## src/rtl/sdram_core_arbiter_if.sv

```systemverilog
// Bus bundle between the SDRAM core arbiter and its managers/controller.
// slave = arbiter view; master = environment (managers plus controller) view.
interface sdram_core_arbiter_if #(
  parameter int NUM_PORTS  = 4,
  parameter int ADDR_WIDTH = 32,
  parameter int DATA_WIDTH = 32,
  parameter int WORD_LEN   = DATA_WIDTH / 8
);
  logic [NUM_PORTS*WORD_LEN-1:0]   m_wr;
  logic [NUM_PORTS-1:0]            m_rd;
  logic [NUM_PORTS*ADDR_WIDTH-1:0] m_addr;
  logic [NUM_PORTS*DATA_WIDTH-1:0] m_write_data;
  logic [NUM_PORTS-1:0]            m_accept;
  logic [NUM_PORTS-1:0]            m_ack;
  logic [NUM_PORTS-1:0]            m_error;
  logic [DATA_WIDTH-1:0]           m_read_data;

  logic [WORD_LEN-1:0]             s_wr;
  logic                            s_rd;
  logic [ADDR_WIDTH-1:0]           s_addr;
  logic [DATA_WIDTH-1:0]           s_write_data;
  logic                            s_accept;
  logic                            s_ack;
  logic                            s_error;
  logic [DATA_WIDTH-1:0]           s_read_data;

  modport slave (
    input  m_wr, m_rd, m_addr, m_write_data, s_accept, s_ack, s_error, s_read_data,
    output m_accept, m_ack, m_error, m_read_data, s_wr, s_rd, s_addr, s_write_data
  );

  modport master (
    output m_wr, m_rd, m_addr, m_write_data, s_accept, s_ack, s_error, s_read_data,
    input  m_accept, m_ack, m_error, m_read_data, s_wr, s_rd, s_addr, s_write_data
  );
endinterface

```

## src/rtl/sdram_core_arbiter.sv

```systemverilog
// N-port SDRAM core arbiter: round-robin request merge, in-order tag FIFO routes read acks back.
// Define SDRAM_ARB_FIXED_PRIO_EN to replace round-robin with fixed lowest-index priority.
module sdram_core_arbiter #(
  parameter int NUM_PORTS       = 4,
  parameter int ADDR_WIDTH      = 32,
  parameter int DATA_WIDTH      = 32,
  parameter int WORD_LEN        = DATA_WIDTH / 8,
  parameter int MAX_OUTSTANDING = 4
) (
  input logic clk,
  input logic rst_n,
  sdram_core_arbiter_if.slave bus
);
  localparam int PW = $clog2(NUM_PORTS);
  localparam int FW = $clog2(MAX_OUTSTANDING);
  localparam int CW = FW + 1;

  typedef enum logic {IDLE, ISSUE} state_t;

  state_t                state, next_state;
  logic [PW-1:0]         grant, winner;
  logic                  found;
  logic [NUM_PORTS-1:0]  port_wr, eligible;
  logic                  accept_now, push, pop, fifo_full;
  logic [CW-1:0]         count;
  logic [FW-1:0]         wr_ptr, rd_ptr;
  logic [PW-1:0]         tag_mem [MAX_OUTSTANDING];

  logic [WORD_LEN-1:0]   sel_wr, s_wr_q;
  logic                  sel_rd, s_rd_q;
  logic [ADDR_WIDTH-1:0] sel_addr, s_addr_q;
  logic [DATA_WIDTH-1:0] sel_wdata, s_wdata_q, m_rdata_q;
  logic [NUM_PORTS-1:0]  m_ack_q, m_error_q;

  assign fifo_full  = (count == CW'(MAX_OUTSTANDING));
  assign accept_now = (state == ISSUE) && bus.s_accept;
  assign push       = accept_now && s_rd_q;
  assign pop        = bus.s_ack && (count != '0);

  // A write wins over a simultaneous read; reads wait while the tag FIFO is full.
  always_comb begin
    port_wr  = '0;
    eligible = '0;
    for (int i = 0; i < NUM_PORTS; i++) begin
      port_wr[i]  = |bus.m_wr[i*WORD_LEN +: WORD_LEN];
      eligible[i] = port_wr[i] | (bus.m_rd[i] & ~fifo_full);
    end
  end

`ifdef SDRAM_ARB_FIXED_PRIO_EN
  always_comb begin
    found  = 1'b0;
    winner = '0;
    for (int i = NUM_PORTS - 1; i >= 0; i--) begin
      if (eligible[i]) begin
        found  = 1'b1;
        winner = PW'(i);
      end
    end
  end
`else
  logic [PW-1:0] rr_ptr;

  always_comb begin
    logic [PW:0] idx;
    found  = 1'b0;
    winner = '0;
    idx    = '0;
    for (int k = 0; k < NUM_PORTS; k++) begin
      idx = {1'b0, rr_ptr} + (PW+1)'(k);
      if (idx >= (PW+1)'(NUM_PORTS)) idx = idx - (PW+1)'(NUM_PORTS);
      if (!found && eligible[idx[PW-1:0]]) begin
        found  = 1'b1;
        winner = idx[PW-1:0];
      end
    end
  end

  always_ff @(posedge clk or negedge rst_n) begin
    if (!rst_n)
      rr_ptr <= '0;
    else if (accept_now)
      rr_ptr <= (grant == PW'(NUM_PORTS - 1)) ? '0 : grant + 1'b1;
  end
`endif

  always_comb begin
    sel_wr    = '0;
    sel_rd    = 1'b0;
    sel_addr  = '0;
    sel_wdata = '0;
    for (int i = 0; i < NUM_PORTS; i++) begin
      if (winner == PW'(i)) begin
        sel_wr    = bus.m_wr[i*WORD_LEN +: WORD_LEN];
        sel_rd    = bus.m_rd[i] & ~port_wr[i];
        sel_addr  = bus.m_addr[i*ADDR_WIDTH +: ADDR_WIDTH];
        sel_wdata = bus.m_write_data[i*DATA_WIDTH +: DATA_WIDTH];
      end
    end
  end

  always_ff @(posedge clk or negedge rst_n) begin
    if (!rst_n) state <= IDLE;
    else        state <= next_state;
  end

  always_comb begin
    next_state = state;
    case (state)
      IDLE:    if (found) next_state = ISSUE;
      ISSUE:   if (bus.s_accept) next_state = IDLE;
      default: next_state = IDLE;
    endcase
  end

  always_comb begin
    bus.m_accept = '0;
    if (accept_now) bus.m_accept[grant] = 1'b1;
  end

  // Controller-side request registers stay frozen for the whole ISSUE phase.
  always_ff @(posedge clk or negedge rst_n) begin
    if (!rst_n) begin
      grant     <= '0;
      s_wr_q    <= '0;
      s_rd_q    <= 1'b0;
      s_addr_q  <= '0;
      s_wdata_q <= '0;
    end else if (state == IDLE && found) begin
      grant     <= winner;
      s_wr_q    <= sel_wr;
      s_rd_q    <= sel_rd;
      s_addr_q  <= sel_addr;
      s_wdata_q <= sel_wdata;
    end else if (accept_now) begin
      s_wr_q <= '0;
      s_rd_q <= 1'b0;
    end
  end

  assign bus.s_wr         = s_wr_q;
  assign bus.s_rd         = s_rd_q;
  assign bus.s_addr       = s_addr_q;
  assign bus.s_write_data = s_wdata_q;

  always_ff @(posedge clk) begin
    if (push) tag_mem[wr_ptr] <= grant;
  end

  always_ff @(posedge clk or negedge rst_n) begin
    if (!rst_n) begin
      count  <= '0;
      wr_ptr <= '0;
      rd_ptr <= '0;
    end else begin
      if (push) wr_ptr <= wr_ptr + 1'b1;
      if (pop)  rd_ptr <= rd_ptr + 1'b1;
      case ({push, pop})
        2'b10:   count <= count + 1'b1;
        2'b01:   count <= count - 1'b1;
        default: count <= count;
      endcase
    end
  end

  // Completions are routed to the port at the FIFO head; acks with nothing outstanding vanish.
  always_ff @(posedge clk or negedge rst_n) begin
    if (!rst_n) begin
      m_ack_q   <= '0;
      m_error_q <= '0;
      m_rdata_q <= '0;
    end else begin
      m_ack_q   <= '0;
      m_error_q <= '0;
      if (pop) begin
        m_ack_q[tag_mem[rd_ptr]]   <= 1'b1;
        m_error_q[tag_mem[rd_ptr]] <= bus.s_error;
        m_rdata_q                  <= bus.s_read_data;
      end
    end
  end

  assign bus.m_ack       = m_ack_q;
  assign bus.m_error     = m_error_q;
  assign bus.m_read_data = m_rdata_q;
endmodule

```

## src/flat_wrapper.sv

```systemverilog
// flat-port wrapper written by rule: the top's interface ports become plain ports
module sdram_core_arbiter_flat 
#(
  parameter int NUM_PORTS       = 4,
  parameter int ADDR_WIDTH      = 32,
  parameter int DATA_WIDTH      = 32,
  parameter int WORD_LEN        = DATA_WIDTH / 8,
  parameter int MAX_OUTSTANDING = 4
)
  (clk, rst_n, bus_m_wr, bus_m_rd, bus_m_addr, bus_m_write_data, bus_s_accept, bus_s_ack, bus_s_error, bus_s_read_data, bus_m_accept, bus_m_ack, bus_m_error, bus_m_read_data, bus_s_wr, bus_s_rd, bus_s_addr, bus_s_write_data);
  sdram_core_arbiter_if #(.NUM_PORTS(NUM_PORTS), .ADDR_WIDTH(ADDR_WIDTH), .DATA_WIDTH(DATA_WIDTH), .WORD_LEN(WORD_LEN)) bus_i ();
  input logic clk;
  input logic rst_n;
  input wire logic [$bits(bus_i.m_wr)-1:0] bus_m_wr;
  input wire logic [$bits(bus_i.m_rd)-1:0] bus_m_rd;
  input wire logic [$bits(bus_i.m_addr)-1:0] bus_m_addr;
  input wire logic [$bits(bus_i.m_write_data)-1:0] bus_m_write_data;
  input wire logic [$bits(bus_i.s_accept)-1:0] bus_s_accept;
  input wire logic [$bits(bus_i.s_ack)-1:0] bus_s_ack;
  input wire logic [$bits(bus_i.s_error)-1:0] bus_s_error;
  input wire logic [$bits(bus_i.s_read_data)-1:0] bus_s_read_data;
  output wire logic [$bits(bus_i.m_accept)-1:0] bus_m_accept;
  output wire logic [$bits(bus_i.m_ack)-1:0] bus_m_ack;
  output wire logic [$bits(bus_i.m_error)-1:0] bus_m_error;
  output wire logic [$bits(bus_i.m_read_data)-1:0] bus_m_read_data;
  output wire logic [$bits(bus_i.s_wr)-1:0] bus_s_wr;
  output wire logic [$bits(bus_i.s_rd)-1:0] bus_s_rd;
  output wire logic [$bits(bus_i.s_addr)-1:0] bus_s_addr;
  output wire logic [$bits(bus_i.s_write_data)-1:0] bus_s_write_data;
  assign bus_i.m_wr = bus_m_wr;
  assign bus_i.m_rd = bus_m_rd;
  assign bus_i.m_addr = bus_m_addr;
  assign bus_i.m_write_data = bus_m_write_data;
  assign bus_i.s_accept = bus_s_accept;
  assign bus_i.s_ack = bus_s_ack;
  assign bus_i.s_error = bus_s_error;
  assign bus_i.s_read_data = bus_s_read_data;
  assign bus_m_accept = bus_i.m_accept;
  assign bus_m_ack = bus_i.m_ack;
  assign bus_m_error = bus_i.m_error;
  assign bus_m_read_data = bus_i.m_read_data;
  assign bus_s_wr = bus_i.s_wr;
  assign bus_s_rd = bus_i.s_rd;
  assign bus_s_addr = bus_i.s_addr;
  assign bus_s_write_data = bus_i.s_write_data;
  sdram_core_arbiter #(.NUM_PORTS(NUM_PORTS), .ADDR_WIDTH(ADDR_WIDTH), .DATA_WIDTH(DATA_WIDTH), .WORD_LEN(WORD_LEN), .MAX_OUTSTANDING(MAX_OUTSTANDING)) u_core (.clk(clk), .rst_n(rst_n), .bus(bus_i));
endmodule
```

## config.mk

```make
export PLATFORM = sky130hd
export DESIGN_NAME = sdram_core_arbiter_flat
export DESIGN_NICKNAME = d
export VERILOG_FILES = /design/src/rtl/sdram_core_arbiter_if.sv /design/src/rtl/sdram_core_arbiter.sv /design/src/flat_wrapper.sv
export SDC_FILE = /design/constraint.sdc
export NUM_CORES = 1
export LEC_CHECK = 0
export CAP_MARGIN = 40
export CORE_AREA = 5 5 161 163
export DETAILED_ROUTE_END_ITERATION = 10
export DIE_AREA = 0 0 166 168
export PLACE_DENSITY = 0.74
export SLEW_MARGIN = 5
export SYNTH_ARGS = -nofsm -noshare
export SYNTH_HDL_FRONTEND = slang
export SYNTH_SLANG_ARGS = --single-unit
export TNS_END_PERCENT = 20
```

## constraint.sdc

```tcl
create_clock -name clk -period 4.3 [get_ports clk]
set_input_delay 0.86 -clock clk [delete_from_list [all_inputs] [get_ports clk]]
set_output_delay 0.86 -clock clk [all_outputs]
set_load 0.01 [all_outputs]
```

Word level (Yosys, flattened, before mapping). Memories as Yosys holds them, arrays and structs flattened. Index checks and enable logic that the tools add are counted.

Register bits after elaboration: 121. Latch bits: 0. Memory bits (writable): 8. ROM bits: 0. Bits of input ports: 313. Output and inout bits: 113. Logic and storage cells: 138. Memories kept: 1.

Memory list: u_core.tag_mem (depth 4, bits a word 2, rd ports 1, clocked after Yosys merged registers in 0, wr ports 1, line sdram_core_arbiter.sv:27) `logic [PW-1:0] tag_mem [MAX_OUTSTANDING];`.

$add $sub $neg: 12. Multipliers: 0. Div/mod/pow operators: 0. Order comparisons: 12. Eq/ne operators: 7. Shift-type cells: 0. Multiplexer cells: 54. Bitwise gates (word level): 19. Reduce and logical (&&, ||, !) cells: 20.

Operators with widths (count): $mux W32 (8); $mux W4 (9); $mux W1 (20); $lt A2 B3 Y1 const B (6); $mux W2 (9); $reduce_or A4 Y1 (4); $ge A3 B3 Y1 const B (3); $logic_and A1 B1 Y1 (9); $and A1 B1 Y1 (8); $bmux W1 S2 (4); $eq A2 B2 Y1 const B (4); $sub A2 B1 Y2 const B (4); $add A2 B1 Y2 const B (3); $add A2 B2 Y3 const B (2); $not A1 Y1 (6); $pmux W3 S2 (1); $and A4 B4 Y4 (1); $demux W1 S2 (2); $eq A2 B1 Y1 const B (2); $ge A2 B1 Y1 const B (2); $or A1 B1 Y1 (4); $reduce_bool A2 Y1 (2); $add A2 B1 Y3 const B (1); $add A3 B1 Y3 const B (1); other kinds (7) (9).

Depth between registers and ports, before layout.
Depth after elaboration: 22. Gate-level depth with buffers: 10. Depth with buffers taken out: 8.

Worst setup path before layout. Ideal clock, no wire load.

Path kind: input-to-reg. Start point: input bus_m_wr[3]. End point: register u_core.s_addr_q[0], in the netlist u_core.bus.s_addr[0]. Library setup time: 0.151 ns. Arrival: 2.603 ns. Data required time: 4.149 ns. Path slack: 1.546 ns. Stages on the path: 6. Buffers on the path: 1. Cells stage by stage: or4_4 -> a21oi_1 -> o21ai_1 -> a211oi_2 -> clkbuf_1 -> a221oi_2.

Longest elaborated chain between the ends: 19. Elaborated cells on any way between the ends: 33. Classes of those cells: eq/ne (3); mux (20); bitwise (1); reduce/logical (9).

RTL lines: start, declared (line flat_wrapper.sv:14) `input wire logic [$bits(bus_i.m_wr)-1:0] bus_m_wr;`; $reduce_or A4 Y1 * (line sdram_core_arbiter.sv:45) `port_wr[i] = |bus.m_wr[i*WORD_LEN +: WORD_LEN];`; $or A1 B1 Y1 * (line sdram_core_arbiter.sv:46) `eligible[i] = port_wr[i] | (bus.m_rd[i] & ~fifo_full);`; $bmux W1 S2 (line sdram_core_arbiter.sv:72) `if (!found && eligible[idx[PW-1:0]]) begin`; $mux W1 (implied by the code) (line sdram_core_arbiter.sv:72); $mux W1 (line sdram_core_arbiter.sv:72); $logic_not A1 Y1 (line sdram_core_arbiter.sv:72); $logic_and A1 B1 Y1 (line sdram_core_arbiter.sv:72); $mux W1 (line sdram_core_arbiter.sv:72); $logic_not A1 Y1 (line sdram_core_arbiter.sv:72); $logic_and A1 B1 Y1 (line sdram_core_arbiter.sv:72); $mux W1 (line sdram_core_arbiter.sv:72); $logic_not A1 Y1 (line sdram_core_arbiter.sv:72); $logic_and A1 B1 Y1 (line sdram_core_arbiter.sv:72); $mux W2 (line sdram_core_arbiter.sv:72); $logic_not A2 Y1 (line sdram_core_arbiter.sv:93) `if (winner == PW'(i)) begin`; $mux W32 (4 in series) (line sdram_core_arbiter.sv:93); end signal, assigned (line sdram_core_arbiter.sv:133) `s_addr_q <= sel_addr;`; end, declared (line sdram_core_arbiter.sv:31) `logic [ADDR_WIDTH-1:0] sel_addr, s_addr_q;`.

Every way passes the cells marked *; elsewhere a longest branch is shown, timed or not. The select of a mux whose other input is x is not followed. A chain may end at the register's enable or synchronous reset.

Worst setup path after layout.
Start point: input bus_m_wr[8]. End point: register u_core.s_addr_q[25], in the netlist u_core.bus.s_addr[25].

Same word-level chain as after synthesis.

==> report_table.html <==
<table>
<tr><th>Metric</th><th>Value</th></tr>
<tr><th colspan="2">Worst setup path</th></tr>
<tr><td>Kind of start point of the critical path</td><td>input port</td></tr>
<tr><td>Worst-path fanout max</td><td>16</td></tr>
<tr><td>Capture instance of the worst register-to-register path</td><td>u_core.bus.s_addr[25]$_DFFE_PN0P_</td></tr>
<tr><td>Count of cells along the worst register-to-register path</td><td>8</td></tr>
<tr><td>Worst setup slack for register-to-register paths</td><td>1.49 ns</td></tr>
<tr><td>Arrival time worst endpoint</td><td>3.56 ns</td></tr>
<tr><td>Crit path from</td><td>bus_m_wr[8]</td></tr>
<tr><td>Most numerous cell on the critical path</td><td>buf_12</td></tr>
<tr><td>Critical path's slowest cell</td><td>nor4_1</td></tr>
<tr><td>Cells along the critical path</td><td>clkdlybuf4s50_1 -&gt; nor4_1 -&gt; o22ai_1 -&gt; o21ai_1 -&gt; and3_4 -&gt; buf_12 -&gt; buf_12 -&gt; mux2i_1 -&gt; a221oi_2</td></tr>
<tr><td>Crit path required time</td><td>4.57 ns</td></tr>
<tr><td>Critical Path Sink</td><td>u_core.bus.s_addr[25]$_DFFE_PN0P_</td></tr>
<tr><td>Path type of the worst setup path</td><td>input port to flop</td></tr>
<tr><td>Origin of the critical flop-to-flop path</td><td>u_core.count[1]$_DFFE_PN0P_</td></tr>
<tr><td>Biggest cell delay along the critical path</td><td>0.55 ns</td></tr>
<tr><td>Kind of end point of the critical path</td><td>flop</td></tr>
<tr><th colspan="2">Finish</th></tr>
<tr><td>Post-route cell area</td><td>12640 um2</td></tr>
<tr><td>Most frequent cells in the layout</td><td>424 x clkdlybuf4s50_1, 136 x mux2i_1, 121 x dfrtp_1</td></tr>
<tr><td>Most common cell after layout, fill and taps aside</td><td>clkdlybuf4s50_1</td></tr>
<tr><td>Final design utilization</td><td>52.28%</td></tr>
<tr><td>Multi-input combinational cell area</td><td>3761 um2</td></tr>
<tr><td>Register cell area after layout</td><td>3268 um2</td></tr>
<tr><td>Filler instances</td><td>2177</td></tr>
<tr><td># nets final</td><td>1409</td></tr>
<tr><td>Signed area change from the synthesized netlist to the final layout</td><td>70.35%</td></tr>
<tr><td>Share of layout cells above drive strength 1</td><td>11.74%</td></tr>
<tr><th colspan="2">Detailed routing</th></tr>
<tr><td>Number of detailed-route iterations in the first pass</td><td>4</td></tr>
<tr><td>Total Wirelength</td><td>27.08 mm</td></tr>
<tr><td>Routed wire per std cell</td><td>19.00 um</td></tr>
<tr><td>DRC violation total after the first TritonRoute iteration</td><td>314</td></tr>
<tr><td>Routed Antenna Nets</td><td>0</td></tr>
<tr><td>Via/cell ratio</td><td>4.822</td></tr>
<tr><td>Via count of the routed design</td><td>6872</td></tr>
<tr><td>Post-route DRC violation count</td><td>0</td></tr>
<tr><th colspan="2">Placement</th></tr>
<tr><td>Detailed-placement wirelength estimate</td><td>20.89 mm</td></tr>
<tr><td>Total of buffers placed on input and output ports</td><td>425</td></tr>
<tr><td>Worst setup slack after placement</td><td>0.6330 ns</td></tr>
<tr><td>Placement Cell Area</td><td>12040 um2</td></tr>
<tr><td>RePlAce Congestion</td><td>0.9189</td></tr>
<tr><th colspan="2">Clock network</th></tr>
<tr><td>CTS Hold Bufs</td><td>0</td></tr>
<tr><td>Post-CTS setup buffer count</td><td>0</td></tr>
<tr><td>Clock buffers created by TritonCTS</td><td>17</td></tr>
<tr><td>Count of instances resized after the clock tree is built</td><td>0</td></tr>
<tr><td>Clock transition at the register clock pins on the worst setup and hold paths after CTS</td><td>0.07 ns</td></tr>
<tr><td>Skew-Pair Late Insertion Delay</td><td>0.41 ns</td></tr>
<tr><td>Maximum clock path buffer count</td><td>2</td></tr>
<tr><td>CTS Root Cell</td><td>clkbuf_16</td></tr>
<tr><td>CTS H-tree lvls</td><td>4</td></tr>
<tr><td>CTS sink count</td><td>129</td></tr>
<tr><td>CTS tree</td><td>yes</td></tr>
<tr><th colspan="2">Synthesis</th></tr>
<tr><td>Post-synthesis share of cell area spent on xor and xnor gates</td><td>0.7083%</td></tr>
<tr><td>Number of enable-type register cells in the synthesized netlist</td><td>8</td></tr>
<tr><td>Mapped Area</td><td>7420 um2</td></tr>
<tr><td>Warnings, synthesis</td><td>0</td></tr>
<tr><td>Largest family of logic cells by synthesized area</td><td>multiplexers</td></tr>
<tr><td>Synthesized area divided by synthesized cell count</td><td>11.12 um2</td></tr>
<tr><td>Mux share of post-synthesis cell area</td><td>19.41%</td></tr>
<tr><td>Sequential fraction of the synthesis area</td><td>44.05%</td></tr>
<tr><td>Fraction of registers with async set/reset</td><td>93.80%</td></tr>
<tr><td>Register bit count reported by yosys</td><td>129</td></tr>
<tr><td>Synth Area in Adders</td><td>1.788%</td></tr>
<tr><td>Compound-Gate Fraction of Synth Area</td><td>16.17%</td></tr>
<tr><td>Simple-gate portion of the synthesized area</td><td>12.09%</td></tr>
<tr><td>Gate Count Post-Synth</td><td>667</td></tr>
<tr><td>Top FF cell, synth</td><td>dfrtp_1</td></tr>
<tr><td>Synthesized netlist net count</td><td>990</td></tr>
<tr><td>Library cells used by synthesis</td><td>48</td></tr>
<tr><th colspan="2">Timing</th></tr>
<tr><td>Ratio of final minimum period to clock period</td><td>76.44%</td></tr>
<tr><td>Hold violation total from the final report</td><td>0</td></tr>
<tr><td>Fin Clk Skew</td><td>0.01165 ns</td></tr>
<tr><td>Clock period minus final worst setup slack</td><td>3.287 ns</td></tr>
<tr><td>Max-slew headroom</td><td>44.24%</td></tr>
<tr><td>Final setup vio count</td><td>0</td></tr>
<tr><td>Setup repair after global routing missed its margin</td><td>false</td></tr>
<tr><td>Min setup slack post-route</td><td>1.013 ns</td></tr>
<tr><td>Achievable frequency</td><td>304.2 MHz</td></tr>
<tr><td>Tightest Pin Transition</td><td>0.8344 ns</td></tr>
<tr><td>Sum Neg Setup Slack</td><td>0 ns</td></tr>
<tr><td>Number of pins exceeding their max-slew limit in the final report</td><td>0</td></tr>
<tr><th colspan="2">Global route</th></tr>
<tr><td>Largest net degree at the start of global routing</td><td>57</td></tr>
<tr><td>Number of global-route vias before repair</td><td>7199</td></tr>
<tr><td>Overflow after GRT</td><td>0</td></tr>
<tr><td>GRT Resource Usage Total</td><td>18.69%</td></tr>
<tr><td>First-pass GRT wire length</td><td>41.45 mm</td></tr>
<tr><td>Number of antenna violations at the first check in global routing</td><td>3</td></tr>
<tr><th colspan="2">Die</th></tr>
<tr><td>Die span in y</td><td>168 um</td></tr>
<tr><td>Horizontal extent of the die</td><td>166 um</td></tr>
<tr><td>Area of the die</td><td>27890 um2</td></tr>
<tr><td>Placeable Area</td><td>24180 um2</td></tr>
<tr><td>Cell Rows</td><td>57</td></tr>
<tr><td>IO Pins</td><td>426</td></tr>
<tr><td>Starting density of the core</td><td>30.69%</td></tr>
<tr><th colspan="2">Power</th></tr>
<tr><td>Worst-case vdd ir drop</td><td>0.2398 mV</td></tr>
<tr><td>Power Density</td><td>574.8 nW/um2</td></tr>
<tr><td>Total power after layout</td><td>7.265 mW</td></tr>
<tr><td>Static leakage</td><td>5.434 nW</td></tr>
<tr><th colspan="2">Worst hold path</th></tr>
<tr><td>HP Class</td><td>flop to flop</td></tr>
<tr><th colspan="2">Run</th></tr>
<tr><td>Max cap viols</td><td>0</td></tr>
<tr><th colspan="2">Run status</th></tr>
<tr><td>Status</td><td>finished clean</td></tr>
</table>
registers in the layout (all words and copies together), names as in the netlist, 3 cells and up:
| signal | flops |
|---|---|
| u_core.bus.m_ack | 4 |
| u_core.bus.m_error | 4 |
| u_core.bus.m_read_data | 32 |
| u_core.bus.s_addr | 32 |
| u_core.bus.s_wr | 4 |
| u_core.bus.s_write_data | 32 |
| u_core.count | 3 |
| u_core.tag_mem | 8 |
kinds of logic after synthesis:
family / Yosys count
DFF: 129
xor gates and xnor gates: 6
adders and majority gates: 10
muxes: 141
buffers and inverters: 64
AOI/OAI and AO/OA: 100
and+or+nand+nor: 217
per-stage QoR:
stage,hold slack (ns),cells
after detailed placement,0.4611,1391
after global routing,0.5008,1425
final,0.4746,1425
after CTS,0.4765,1423
after floorplan,0.4694,667
after global placement,0.4574,1391
worst min path at each step:
stage	slack [ns]	cells after the start	end	from
after floorplan	0.47	1	u_core.count[2]$_DFFE_PN0P_	u_core.count[2]$_DFFE_PN0P_
after detailed placement	0.46	2	u_core.bus.m_read_data[18]$_DFFE_PN0P_	u_core.bus.m_read_data[18]$_DFFE_PN0P_
final	0.47	2	u_core.bus.m_read_data[29]$_DFFE_PN0P_	u_core.bus.m_read_data[29]$_DFFE_PN0P_
after global routing	0.50	2	u_core.bus.m_read_data[26]$_DFFE_PN0P_	u_core.bus.m_read_data[26]$_DFFE_PN0P_
after CTS	0.48	2	u_core.bus.m_read_data[26]$_DFFE_PN0P_	u_core.bus.m_read_data[26]$_DFFE_PN0P_
after global placement	0.46	2	u_core.bus.m_read_data[0]$_DFFE_PN0P_	u_core.bus.m_read_data[0]$_DFFE_PN0P_
critical path: cells and delay by family:
kind	cells	cell delay [ns]
and+or+nand+nor	2	0.98
AOI/OAI and AO/OA	3	0.49
muxes	1	0.34
buffers and inverters	3	0.86
synthesized netlist by cell type (all sizes together), types with 2 or more instances:
| master | number | area [um2] |
|---|---|---|
| edfxtp | 8 | 240.2 |
| a31oi | 3 | 18.77 |
| xor2 | 2 | 17.52 |
| dfrtp | 121 | 3028 |
| nor2 | 77 | 291.5 |
| a221oi | 64 | 935.9 |
| nand3 | 2 | 10.01 |
| inv | 17 | 63.81 |
| mux4 | 2 | 45.04 |
| o21ai | 5 | 25.02 |
| a21oi | 2 | 10.01 |
| buf | 29 | 297.8 |
| mux2i | 136 | 1361 |
| mux2 | 3 | 33.78 |
| nor3b | 2 | 15.01 |
| xnor2 | 4 | 35.03 |
| nand2 | 111 | 416.7 |
| clkbuf | 17 | 63.81 |
| and3 | 9 | 56.30 |
| nor3 | 3 | 15.01 |
| nor4 | 4 | 25.02 |
| a21boi | 2 | 15.01 |
| ha | 9 | 112.6 |
| a21o | 2 | 15.01 |
| a211oi | 10 | 85.08 |
| o211ai | 7 | 52.55 |
| nand2b | 3 | 18.77 |
layout make-up:
| class | count | area share, % |
|---|---|---|
| diodes | 2 | 0.03960 |
| clock buffers | 17 | 3.366 |
| clock inverters | 15 | 1.366 |
| inverters | 18 | 0.5345 |
| multi-input cells | 474 | 29.76 |
| flip-flops and latches | 129 | 25.86 |
| well taps | 324 | 3.207 |
| repair buffers | 446 | 35.87 |
report_power, final:
group          leakage [nW]  internal, mW  switching, mW  total, mW
combinational          3.67          2.02           1.70       3.73
sequential             1.48          1.72          0.336       2.05
clock                 0.283         0.873          0.611       1.48
total                  5.43          4.61           2.65       7.26
layer usage:
metal  share of wire (%)  global-route usage, %  up-vias  wire, um
li1                    -                      -     3249         -
met1                  40                  21.89     3278     10720
met2                  51                  32.72      301     13750
met3                 6.9                  5.604       42      1871
met4                 2.7                  6.420        2       720
met5               0.048                      0        -        13
(Power assumes the default switching activity.)
